==> src/rtl/spm_feed_pkg.sv <==
// Shared tags, FSM state type and round-robin helper for the sparse-matrix stream feeder.
package spm_feed_pkg;

  localparam logic [1:0] TAG_VAL = 2'd0;
  localparam logic [1:0] TAG_COL = 2'd1;
  localparam logic [1:0] TAG_LEN = 2'd2;

  typedef enum logic [1:0] {
    IDLE = 2'd0,
    RUN  = 2'd1,
    DONE = 2'd2
  } feed_state_e;

  // Stream that follows t in round-robin order (VAL -> COL -> LEN -> VAL).
  function automatic logic [1:0] rr_next(input logic [1:0] t);
    return (t == TAG_LEN) ? TAG_VAL : t + 2'd1;
  endfunction

endpackage

==> src/rtl/spm_stream_fifo.sv <==
// Show-ahead synchronous FIFO with occupancy count and synchronous clear.
module spm_stream_fifo #(
  parameter int DATA_W = 32,
  parameter int DEPTH  = 8,
  localparam int PTR_W   = $clog2(DEPTH),
  localparam int COUNT_W = PTR_W + 1
) (
  input  logic               clk,
  input  logic               rst_n,
  input  logic               clear,
  input  logic               push,
  input  logic [DATA_W-1:0]  push_data,
  input  logic               pop,
  output logic [DATA_W-1:0]  pop_data,
  output logic [COUNT_W-1:0] count
);

  logic [DATA_W-1:0] mem [DEPTH];
  logic [PTR_W-1:0]  wr_ptr;
  logic [PTR_W-1:0]  rd_ptr;

  assign pop_data = mem[rd_ptr];

  always_ff @(posedge clk) begin
    if (push) mem[wr_ptr] <= push_data;
  end

  always_ff @(posedge clk or negedge rst_n) begin
    if (!rst_n) begin
      wr_ptr <= '0;
      rd_ptr <= '0;
      count  <= '0;
    end else if (clear) begin
      wr_ptr <= '0;
      rd_ptr <= '0;
      count  <= '0;
    end else begin
      if (push) wr_ptr <= wr_ptr + PTR_W'(1);
      if (pop)  rd_ptr <= rd_ptr + PTR_W'(1);
      if (push && !pop)      count <= count + COUNT_W'(1);
      else if (!push && pop) count <= count - COUNT_W'(1);
    end
  end

endmodule

==> src/rtl/spm_stream_feeder.sv <==
// Fetches value/column/row-length arrays over a shared read port and emits one beat per cycle.
//   state | meaning
//   IDLE  | no job; waiting for start
//   RUN   | issuing reads and emitting beats
//   DONE  | all beats emitted; done held until start/reset/init
module spm_stream_feeder #(
  parameter int DATA_W     = 32,
  parameter int ADDR_W     = 32,
  parameter int CNT_W      = 16,
  parameter int FIFO_DEPTH = 8
) (
  input  logic              clk,
  input  logic              rst_n,
  input  logic              spmv_init,
  input  logic              start,
  input  logic [ADDR_W-1:0] val_base,
  input  logic [ADDR_W-1:0] col_base,
  input  logic [ADDR_W-1:0] len_base,
  input  logic [CNT_W-1:0]  nnz_count,
  input  logic [CNT_W-1:0]  row_count,
  output logic              mem_req_valid,
  output logic [ADDR_W-1:0] mem_req_addr,
  output logic [1:0]        mem_req_tag,
  input  logic              mem_req_ready,
  input  logic              mem_rsp_valid,
  input  logic [1:0]        mem_rsp_tag,
  input  logic [DATA_W-1:0] mem_rsp_data,
  output logic [DATA_W-1:0] spm_val,
  output logic [DATA_W-1:0] spm_col_idx,
  output logic [DATA_W-1:0] spm_row_len,
  output logic              spm_fetch_stall,
  output logic              spm_fetch_done,
  output logic              busy
);
  import spm_feed_pkg::*;

  localparam int OCC_W = $clog2(FIFO_DEPTH) + 1;
  localparam int SQ_W  = OCC_W + 1;
  localparam logic [OCC_W:0] DEPTH_C = (OCC_W + 1)'(FIFO_DEPTH);

  feed_state_e state_q, state_d;

  logic [ADDR_W-1:0] base_q  [3];
  logic [CNT_W-1:0]  issued  [3];
  logic [OCC_W-1:0]  outst   [3];
  logic [SQ_W-1:0]   squash  [3];
  logic [OCC_W-1:0]  occ     [3];
  logic [DATA_W-1:0] fifo_dout [3];
  logic [CNT_W-1:0]  nnz_q, row_q, beats_q, beat_k, start_beats;

  logic [2:0] elig, issue_hit, rsp_hit, rsp_sq, rsp_take, pop;
  logic [1:0] last_q, lock_tag_q, c0, c1, c2, pick, req_tag;
  logic       lock_q, accept, need_vc, need_len, beat_ok;
  logic       fire, job_start;

  assign busy        = (state_q == RUN);
  assign start_beats = (nnz_count > row_count) ? nnz_count : row_count;

  always_comb begin
    elig = '0;
    for (int s = 0; s < 3; s++) begin
      elig[s] = (state_q == RUN)
             && (issued[s] < ((2'(s) == TAG_LEN) ? row_q : nnz_q))
             && (({1'b0, occ[s]} + {1'b0, outst[s]}) < DEPTH_C);
    end
    c0   = rr_next(last_q);
    c1   = rr_next(c0);
    c2   = rr_next(c1);
    pick = elig[c0] ? c0 : (elig[c1] ? c1 : c2);
    // Once offered, a request keeps its tag until accepted.
    req_tag       = lock_q ? lock_tag_q : pick;
    mem_req_tag   = req_tag;
    mem_req_valid = !spmv_init && (state_q == RUN) && (lock_q || (|elig));
    mem_req_addr  = base_q[req_tag] + ADDR_W'(issued[req_tag]);
    accept        = mem_req_valid && mem_req_ready;

    issue_hit = '0;
    rsp_hit   = '0;
    rsp_sq    = '0;
    rsp_take  = '0;
    for (int s = 0; s < 3; s++) begin
      issue_hit[s] = accept && (req_tag == 2'(s));
      rsp_hit[s]   = mem_rsp_valid && (mem_rsp_tag == 2'(s));
      rsp_sq[s]    = rsp_hit[s] && (squash[s] != '0);
      rsp_take[s]  = rsp_hit[s] && (squash[s] == '0) && (outst[s] != '0);
    end

    need_vc  = beat_k < nnz_q;
    need_len = beat_k < row_q;
    beat_ok  = (!need_vc || ((occ[0] != '0) && (occ[1] != '0)))
            && (!need_len || (occ[2] != '0));
    pop[0]   = fire && need_vc;
    pop[1]   = fire && need_vc;
    pop[2]   = fire && need_len;
  end

  always_comb begin
    state_d   = state_q;
    fire      = 1'b0;
    job_start = 1'b0;
    case (state_q)
      IDLE, DONE: begin
        if (start) begin
          job_start = 1'b1;
          state_d   = (start_beats == '0) ? DONE : RUN;
        end
      end
      RUN: begin
        if (beat_k == beats_q) state_d = DONE;
        else if (beat_ok)      fire    = 1'b1;
      end
      default: state_d = IDLE;
    endcase
    if (spmv_init) begin
      state_d   = IDLE;
      fire      = 1'b0;
      job_start = 1'b0;
    end
  end

  always_ff @(posedge clk or negedge rst_n) begin
    if (!rst_n) state_q <= IDLE;
    else        state_q <= state_d;
  end

  for (genvar s = 0; s < 3; s++) begin : g_fifo
    spm_stream_fifo #(.DATA_W(DATA_W), .DEPTH(FIFO_DEPTH)) u_fifo (
      .clk       (clk),
      .rst_n     (rst_n),
      .clear     (spmv_init),
      .push      (rsp_take[s]),
      .push_data (mem_rsp_data),
      .pop       (pop[s]),
      .pop_data  (fifo_dout[s]),
      .count     (occ[s])
    );
  end

  always_ff @(posedge clk or negedge rst_n) begin
    if (!rst_n) begin
      for (int s = 0; s < 3; s++) begin
        base_q[s] <= '0;
        issued[s] <= '0;
        outst[s]  <= '0;
        squash[s] <= '0;
      end
      nnz_q           <= '0;
      row_q           <= '0;
      beats_q         <= '0;
      beat_k          <= '0;
      last_q          <= TAG_LEN;
      lock_q          <= 1'b0;
      lock_tag_q      <= TAG_VAL;
      spm_val         <= '0;
      spm_col_idx     <= '0;
      spm_row_len     <= '0;
      spm_fetch_stall <= 1'b1;
      spm_fetch_done  <= 1'b0;
    end else if (spmv_init) begin
      // Everything still in flight becomes stale and must be absorbed on arrival.
      for (int s = 0; s < 3; s++) begin
        squash[s] <= squash[s] - SQ_W'(rsp_sq[s]) + SQ_W'(outst[s]) - SQ_W'(rsp_take[s]);
        issued[s] <= '0;
        outst[s]  <= '0;
      end
      beat_k          <= '0;
      lock_q          <= 1'b0;
      spm_val         <= '0;
      spm_col_idx     <= '0;
      spm_row_len     <= '0;
      spm_fetch_stall <= 1'b1;
      spm_fetch_done  <= 1'b0;
    end else begin
      if (job_start) begin
        base_q[0] <= val_base;
        base_q[1] <= col_base;
        base_q[2] <= len_base;
        for (int s = 0; s < 3; s++) issued[s] <= '0;
        nnz_q   <= nnz_count;
        row_q   <= row_count;
        beats_q <= start_beats;
        beat_k  <= '0;
      end
      if (accept) begin
        issued[req_tag] <= issued[req_tag] + CNT_W'(1);
        last_q          <= req_tag;
        lock_q          <= 1'b0;
      end else if (mem_req_valid) begin
        lock_q     <= 1'b1;
        lock_tag_q <= req_tag;
      end
      for (int s = 0; s < 3; s++) begin
        if (issue_hit[s] && !rsp_take[s])      outst[s] <= outst[s] + OCC_W'(1);
        else if (!issue_hit[s] && rsp_take[s]) outst[s] <= outst[s] - OCC_W'(1);
        if (rsp_sq[s]) squash[s] <= squash[s] - SQ_W'(1);
      end
      if (fire) begin
        beat_k      <= beat_k + CNT_W'(1);
        spm_val     <= need_vc  ? fifo_dout[0] : '0;
        spm_col_idx <= need_vc  ? fifo_dout[1] : '0;
        spm_row_len <= need_len ? fifo_dout[2] : '0;
      end
      spm_fetch_stall <= !fire;
      spm_fetch_done  <= (state_d == DONE);
    end
  end

endmodule

==> config.mk <==
export PLATFORM = sky130hd
export DESIGN_NAME = spm_stream_feeder
export DESIGN_NICKNAME = d
export VERILOG_FILES = /design/src/rtl/spm_feed_pkg.sv /design/src/rtl/spm_stream_fifo.sv /design/src/rtl/spm_stream_feeder.sv
export SDC_FILE = /design/constraint.sdc
export NUM_CORES = 2
export LEC_CHECK = 0
export BUFFER_PORTS_ARGS = -buffer_cell sky130_fd_sc_hd__buf_4
export CAP_MARGIN = 20
export CORE_MARGIN = 3
export CORE_UTILIZATION = 60
export CTS_BUF_LIST = sky130_fd_sc_hd__clkbuf_16
export DETAILED_ROUTE_END_ITERATION = 8
export PLACE_DENSITY_LB_ADDON = 0.15
export SLEW_MARGIN = 20
export SYNTH_ARGS = -nofsm -noshare
export SYNTH_HDL_FRONTEND = slang
export SYNTH_HIERARCHICAL = 1
export SYNTH_SLANG_ARGS = --single-unit
==> constraint.sdc <==
create_clock -name clk -period 7.8 [get_ports clk]
set_clock_uncertainty 0.15 [all_clocks]
set_input_delay 0.78 -clock clk [delete_from_list [all_inputs] [get_ports clk]]
set_output_delay 0.78 -clock clk [all_outputs]
set_load 0.01 [all_outputs]
======== Word level (Yosys, flattened, before mapping) ========
Memories as Yosys holds them, arrays and structs flattened.
Cells that the tools add are included.
word-level totals
  memories ................................ 3
  input bits .............................. 168
  flip-flop bits (word level) ............. 370
  word-level logic and storage cells ...... 288
  output and inout port bits .............. 134
  bits in writable memories ............... 768
memory list
  memory                words  bits a word  rd ports  clocked after memory_dff  wr ports  line                   text
  g_fifo[0].u_fifo.mem  8      32           1         0                         1         spm_stream_fifo.sv:18  logic [DATA_W-1:0] mem [DEPTH];
  g_fifo[1].u_fifo.mem  8      32           1         0                         1         spm_stream_fifo.sv:18
  g_fifo[2].u_fifo.mem  8      32           1         0                         1         spm_stream_fifo.sv:18
operators by class
  equal/unequal tests ..................... 11
  bitwise operators ....................... 3
  muxes and demuxes ....................... 91
  add/sub/neg operators ................... 39
  order comparisons ....................... 13
  reductions and logical operators ........ 94
operator list
  operator               number
  $mux 32                11
  $mux 48                4
  $mux 16                7
  $lt 16x16->1           5
  $bmux 32 s2            1
  $mux 4                 15
  $bwmux 48              1
  $logic_and 1x1->1      41
  $mux 3                 12
  $add 16x1->16 const B  2
  $add 32x16->32         1
  $bmux 16 s2            1
  $demux 16 s2           1
  $sub 5x1->5            6
  $add 4x1->4 const B    6
  $reduce_bool 3->1      8
  $reduce_bool 4->1      6
  $sub 4x1->4 const B    6
  $mux 1                 20
  $mux 2                 10
  $add 3x1->3 const B    6
  $reduce_bool 2->1      9
  $eq 16x16->1           1
  $gt 16x16->1           1
  27 further kinds       70

======== Logic depth before layout (Yosys ltp) ========
  depth after elaboration ................. 17
  mapped depth ............................ 27
  depth with buffers taken out ............ 23

======== Cells and area by module ========
Netlist, hierarchy kept.
modules (own cells, without submodules)
  module             instances  sequential area each (um^2)  area an instance (um^2)  cells an instance
  spm_stream_fifo    3          7937.6                       10237.3                  436
  spm_stream_feeder  1          8510.7                       19686.4                  1938

======== Worst setup path after synthesis ========
No wires, ideal clock.
  kind .................................... register to output
  from .................................... register outst[7] in the netlist's numbering
  to ...................................... output port mem_req_addr[22]
  data required time ...................... 6870 ps
  slack ................................... 972 ps
  buffers on the path ..................... 5
  stages on the path, launching flop included .. 24
  arrival ................................. 5898 ps
  path through ............................ dfrtp_1 > ha_1 > or4_4 > a2111oi_4 > nand3_2 > o31ai_4 > nor2_1 > inv_2 > buf_6 > buf_4 > buf_1 > buf_1 > mux2i_1 > o21ai_0 > ha_1 > nand4_1 > nor2_1 > nand2_1 > a311oi_1 > o31ai_1 > a31o_2 > clkbuf_1 > or4_1 > a31oi_1
between the ends
  cells in the longest elaborated chain, start to end .. 13
  elaborated cells on any way between the ends .. 18
  those cells by class .................... 2 x add/sub; 1 x order compare; 13 x mux; 1 x bitwise; 1 x reduce/logical
ends and longest elaborated chain
  what                                                                    line                      text
  start: declaration                                                      spm_stream_feeder.sv:45   logic [OCC_W-1:0] outst [3];
  start signal: indexed assignment                                        spm_stream_feeder.sv:193  if (issue_hit[s] && !rsp_take[s]) outst[s] <= outst[s] + OCC_W'(1);
  start signal: indexed assignment                                        spm_stream_feeder.sv:194  else if (!issue_hit[s] && rsp_take[s]) outst[s] <= outst[s] - OCC_W'(1);
  $add 4x4->5 (*)                                                         spm_stream_feeder.sv:64   && (({1'b0, occ[s]} + {1'b0, outst[s]}) < DEPTH_C);
  $lt 5x4->1 (*)                                                          spm_stream_feeder.sv:64
  $logic_and 1x1->1 (*)                                                   spm_stream_feeder.sv:64
  $bmux 1 s2                                                              spm_stream_feeder.sv:69   pick = elig[c0] ? c0 : (elig[c1] ? c1 : c2);
  $mux 1 (implied by the code)                                            spm_stream_feeder.sv:69
  $mux 2                                                                  spm_stream_feeder.sv:69
  $mux 2 (*)                                                              spm_stream_feeder.sv:69
  $mux 2 (*)                                                              spm_stream_feeder.sv:71   req_tag = lock_q ? lock_tag_q : pick;
  named net mem_req_tag[0]                                                spm_stream_feeder.sv:23   output logic [1:0] mem_req_tag,
  $not 2->3 (implied by the code) (*)                                     spm_stream_feeder.sv:74   mem_req_addr = base_q[req_tag] + ADDR_W'(issued[req_tag]);
  $bmux 32 s2 or $bmux 16 s2 (tied branches)                              spm_stream_feeder.sv:74
  $mux 32 (implied by the code) or $mux 16 (tied branches) (2 in series)  spm_stream_feeder.sv:74
  $add 32x16->32 (*)                                                      spm_stream_feeder.sv:74
  end: declaration                                                        spm_stream_feeder.sv:22   output logic [ADDR_W-1:0] mem_req_addr,
Mark *: on every way through the listed nets, which the timed path passes. The rest lies on a longest branch. The select of a mux whose other input is x is not followed.

======== Final worst setup path ========
  from .................................... register outst[7] in the netlist's numbering
  to ...................................... output port mem_req_addr[22]
between the ends
  cells in the longest elaborated chain, start to end .. 13
  elaborated cells on any way between the ends .. 18
  those cells by class .................... 2 x add/sub; 1 x order compare; 13 x mux; 1 x bitwise; 1 x reduce/logical
ends and longest elaborated chain
  what                                                                    line
  $add 4x4->5 (*)                                                         spm_stream_feeder.sv:64
  $lt 5x4->1 (*)                                                          spm_stream_feeder.sv:64
  $logic_and 1x1->1 (*)                                                   spm_stream_feeder.sv:64
  $bmux 1 s2                                                              spm_stream_feeder.sv:69
  $mux 1 (implied by the code)                                            spm_stream_feeder.sv:69
  $mux 2                                                                  spm_stream_feeder.sv:69
  $mux 2 (*)                                                              spm_stream_feeder.sv:69
  $mux 2 (*)                                                              spm_stream_feeder.sv:71
  $not 2->3 (implied by the code) (*)                                     spm_stream_feeder.sv:74
  $bmux 32 s2 or $bmux 16 s2 (tied branches)                              spm_stream_feeder.sv:74
  $mux 32 (implied by the code) or $mux 16 (tied branches) (2 in series)  spm_stream_feeder.sv:74
  $add 32x16->32 (*)                                                      spm_stream_feeder.sv:74
Mark *: on every way between the ends. The rest lies on a longest branch, timed or not. The select of a mux whose other input is x is not followed.

==> impl_metrics.yaml <==
grt:
  grt.total_usage_pct: 29.5
  grt_max_degree: 147
  grt_antenna_before_repair: 1
  first_global_vias: 31625
  grt_pass1_wl_mm: 194
  grt_overflow: 0
placed_design:
  place_area_sq_um: 53900
  io_buffers: 301
  post-place-ws_ps: 742
  place_hpwl_mm: 79.6
  place_congestion: 0.924
synth:
  synth.mux.area_fraction_pct: 14.4
  synth-edff-count: 768
  yosys.cell_types.count: 87
  synth-xor-area-share_pct: 1.70
  synth_top_area_cell: "edfxtp_1"
  synth-seq-cells: 1138
  synth_top_area_share_pct: 45.8
  syn_area_per_cell_sq_um: 15.5
  netlist_area_sq_um: 50400
  synthFlopType: "edfxtp_1"
  synth_nets: 3591
  yosys_warnings: 6
  synth_top_family_by_area: "multiplexers"
  synthCells: 3246
  ys_seq_area_share_pct: 64.1
  synth-simple-area-share_pct: 5.57
  yosys.area_share.adder_pct: 4.62
  synth.top_cells.by_area: "edfxtp_1, dfrtp_1, mux4_2, mux2_2, ha_1"
  async_flop_share_pct: 32.5
  synth-compound-area-share_pct: 6.88
floorplanning:
  design.core.area_sq_um: 82600
  ios: 302
  initial_core_util_pct: 61.0
  die_area_sq_um: 87500
  row_count: 105
  die_x_microns: 296
  fp.dieH_microns: 296
worst_setup_path:
  crit_family: "compound AO/OA/AOI/OAI gates"
  slowest_stage: "or4_4"
  path_buf_inv: 4
  end_kind: "output port"
  critPathArrivalTime_ps: 6460
  path_cells: "ha_1 > or4_4 > a2111oi_4 > nand3_2 > o31ai_4 > buf_4 > nor2_2 > clkinv_2 > buf_12 > mux2i_1 > o21ai_0 > ha_1 > nand4_1 > nor2_1 > nand2_1 > a311oi_2 > o31ai_1 > a31o_2 > or4_1 > a31oi_1 > buf_4"
  slowest_delay_ps: 550
  critPathMaxFanout: 28
  critical_path_class: "flip-flop to output port"
  required_ps: 6870
  start_kind: "flip-flop"
run_status:
  status: "finished clean"
drt:
  routed_wl_mm: 128
  ant_nets: 0
  wire_per_inst_microns: 27.0
  num_vias: 30329
  drc: 0
  firstDrtPassIters: 7
  drt_iter0_drc: 2664
  routed_via_density: 6.40
pwr:
  power_mw: 14.3
  p_leak_nw: 22.2
  powerDensity_nw_per_um2: 247
  ir_worst_vdd_uv: 259
timing:
  worst_slack_ps: 410
  rsz0062_at_grt: "false"
  max_slew_margin_pct: 30.2
  finalHoldViolations: 0
  report.final.slew_viol_count: 0
  fmaxAchievable_mhz: 135
  whs_ps: 58.9
  tns_ps: 0
  period_needed_ps: 7390
  worst_pin_slew_ps: 1050
  finalSetupViolCount: 0
  period_share_pct: 94.7
layout:
  area_delta_synth_final_pct: 14.8
  drive_above_1_share_pct: 26.9
  design_area_sq_um: 57900
  multiInputGateArea_sq_um: 17000
  num-fill-cells: 5274
  layout_common_cells: "edfxtp_1, buf_4, dfrtp_1"
  seq_area_sq_um: 32300
  layout_commonest_cell: "edfxtp_1"
  fin_nets: 3917
clock_network:
  clkLatencyLatePin_ps: 720
  root_buffer: "clkbuf_16"
  cts_tree: "built"
  clock_path_buffers: 3
  ctsHoldBuffers: 0
  cts_sinks: 1138
  cts_buffers: 112
  clk_pin_slew_worst_paths_ps: 60
  htreeDepth: 3
run:
  cap_violations: 0
min_path:
  hold_class: "input pin to asynchronous set/reset pin"
-- layout make-up --
type | count | area share, %
clock buffer | 117 | 5.06
inverter | 146 | 0.949
timing repair buffer | 370 | 4.87
sequential | 1138 | 55.9
tap | 1070 | 2.31
multi-input combinational | 1804 | 29.3
clock inverter | 95 | 1.60
antenna | 1 | 0.00432
-- worst paths after layout --
kind | from | endpoint | slack [ps] | cells after the start
worst max-delay path | outst[7]$_DFFE_PN0P_ | mem_req_addr[22] | 410 | 21
worst min-delay path | rst_n | beats_q[1]$_DFFE_PN0P_ | 60 | 1
worst max register to register | beat_k[1]$_DFFE_PN0P_ | g_fifo[0].u_fifo/count[3]$_DFFE_PN0P_ | 2010 | 20
worst min register to register | spm_col_idx[27]$_DFFE_PN0P_ | spm_col_idx[27]$_DFFE_PN0P_ | 350 | 1
max in group asynchronous | rst_n | base_q[10]$_DFFE_PN0P_ | 5940 | 2
min in group clk | val_base[30] | base_q[94]$_DFFE_PN0P_ | 160 | 2
-- what timing repair did --
item                                    4_1_cts  5_1_grt
setup buffers                                 0        3
resized for setup                             0        9
endpoints found under the setup margin        0       17
-- cell families after synthesis --
kind of cell | count (synthesis)
AOI/OAI and AO/OA | 506
and+or+nand+nor | 572
adders and majority gates | 177
xor gates and xnor gates | 98
buffers and inverters | 304
DFF | 1138
muxes | 451
-- where the power goes --
group / internal [mW] / switching (mW) / leakage (nW)
Clock: 3.20 / 2.38 / 1.94
Sequential: 6.65 / 0.132 / 11.7
Combinational: 0.801 / 1.10 / 8.58
Total: 10.7 / 3.61 / 22.2
-- flip-flops by register name (all words and copies together) (netlist names) --
| signal | flops |
|---|---|
| row_q | 16 |
| last_q | 2 |
| squash | 15 |
| lock_q | 1 |
| issued | 48 |
| nnz_q | 16 |
| beat_k | 16 |
| lock_tag_q | 2 |
| g_fifo.u_fifo/rd_ptr | 9 |
| spm_fetch_stall | 1 |
| base_q | 96 |
| state_q | 2 |
| outst | 12 |
| spm_col_idx | 32 |
| g_fifo.u_fifo/wr_ptr | 9 |
| spm_val | 32 |
| g_fifo.u_fifo/mem | 768 |
| spm_row_len | 32 |
| spm_fetch_done | 1 |
| beats_q | 16 |
| g_fifo.u_fifo/count | 12 |
-- Yosys cell counts, types with 22 or more instances --
cell,count
inv_1,144
dfrtp_1,368
xnor2_1,76
ha_1,162
nor3_1,33
nor3b_1,26
nor2_1,137
and3_1,29
clkbuf_1,104
nand2_1,153
xor2_1,22
a21o_1,46
edfxtp_1,768
mux4_2,165
mux4_1,27
nand3_1,85
mux2_2,208
a21oi_1,97
a22o_1,96
o21ai_0,121
mux2i_1,48
-- per-stage QoR --
step / util (%) / instances
final: 70.0 / 4741
after global routing: 70.0 / 4740
after CTS: 69.9 / 4736
after detailed placement: 65.3 / 4524
after global placement: 65.3 / 4524
after floorplan: - / 3246
-- layer usage --
| metal | up-vias | part of all wire (%) | wire [microns] | track usage (%) |
|---|---|---|---|---|
| met4 | 0 | 3.2 | 4140 | 10.6 |
| li1 | 13123 | - | - | - |
| met1 | 15682 | 39 | 49400 | 38.7 |
| met2 | 1261 | 51 | 65500 | 50.3 |
| met3 | 263 | 7.1 | 9110 | 5.13 |
| met5 | - | 0 | 0 | 0 |
(Power assumes the default switching activity.)
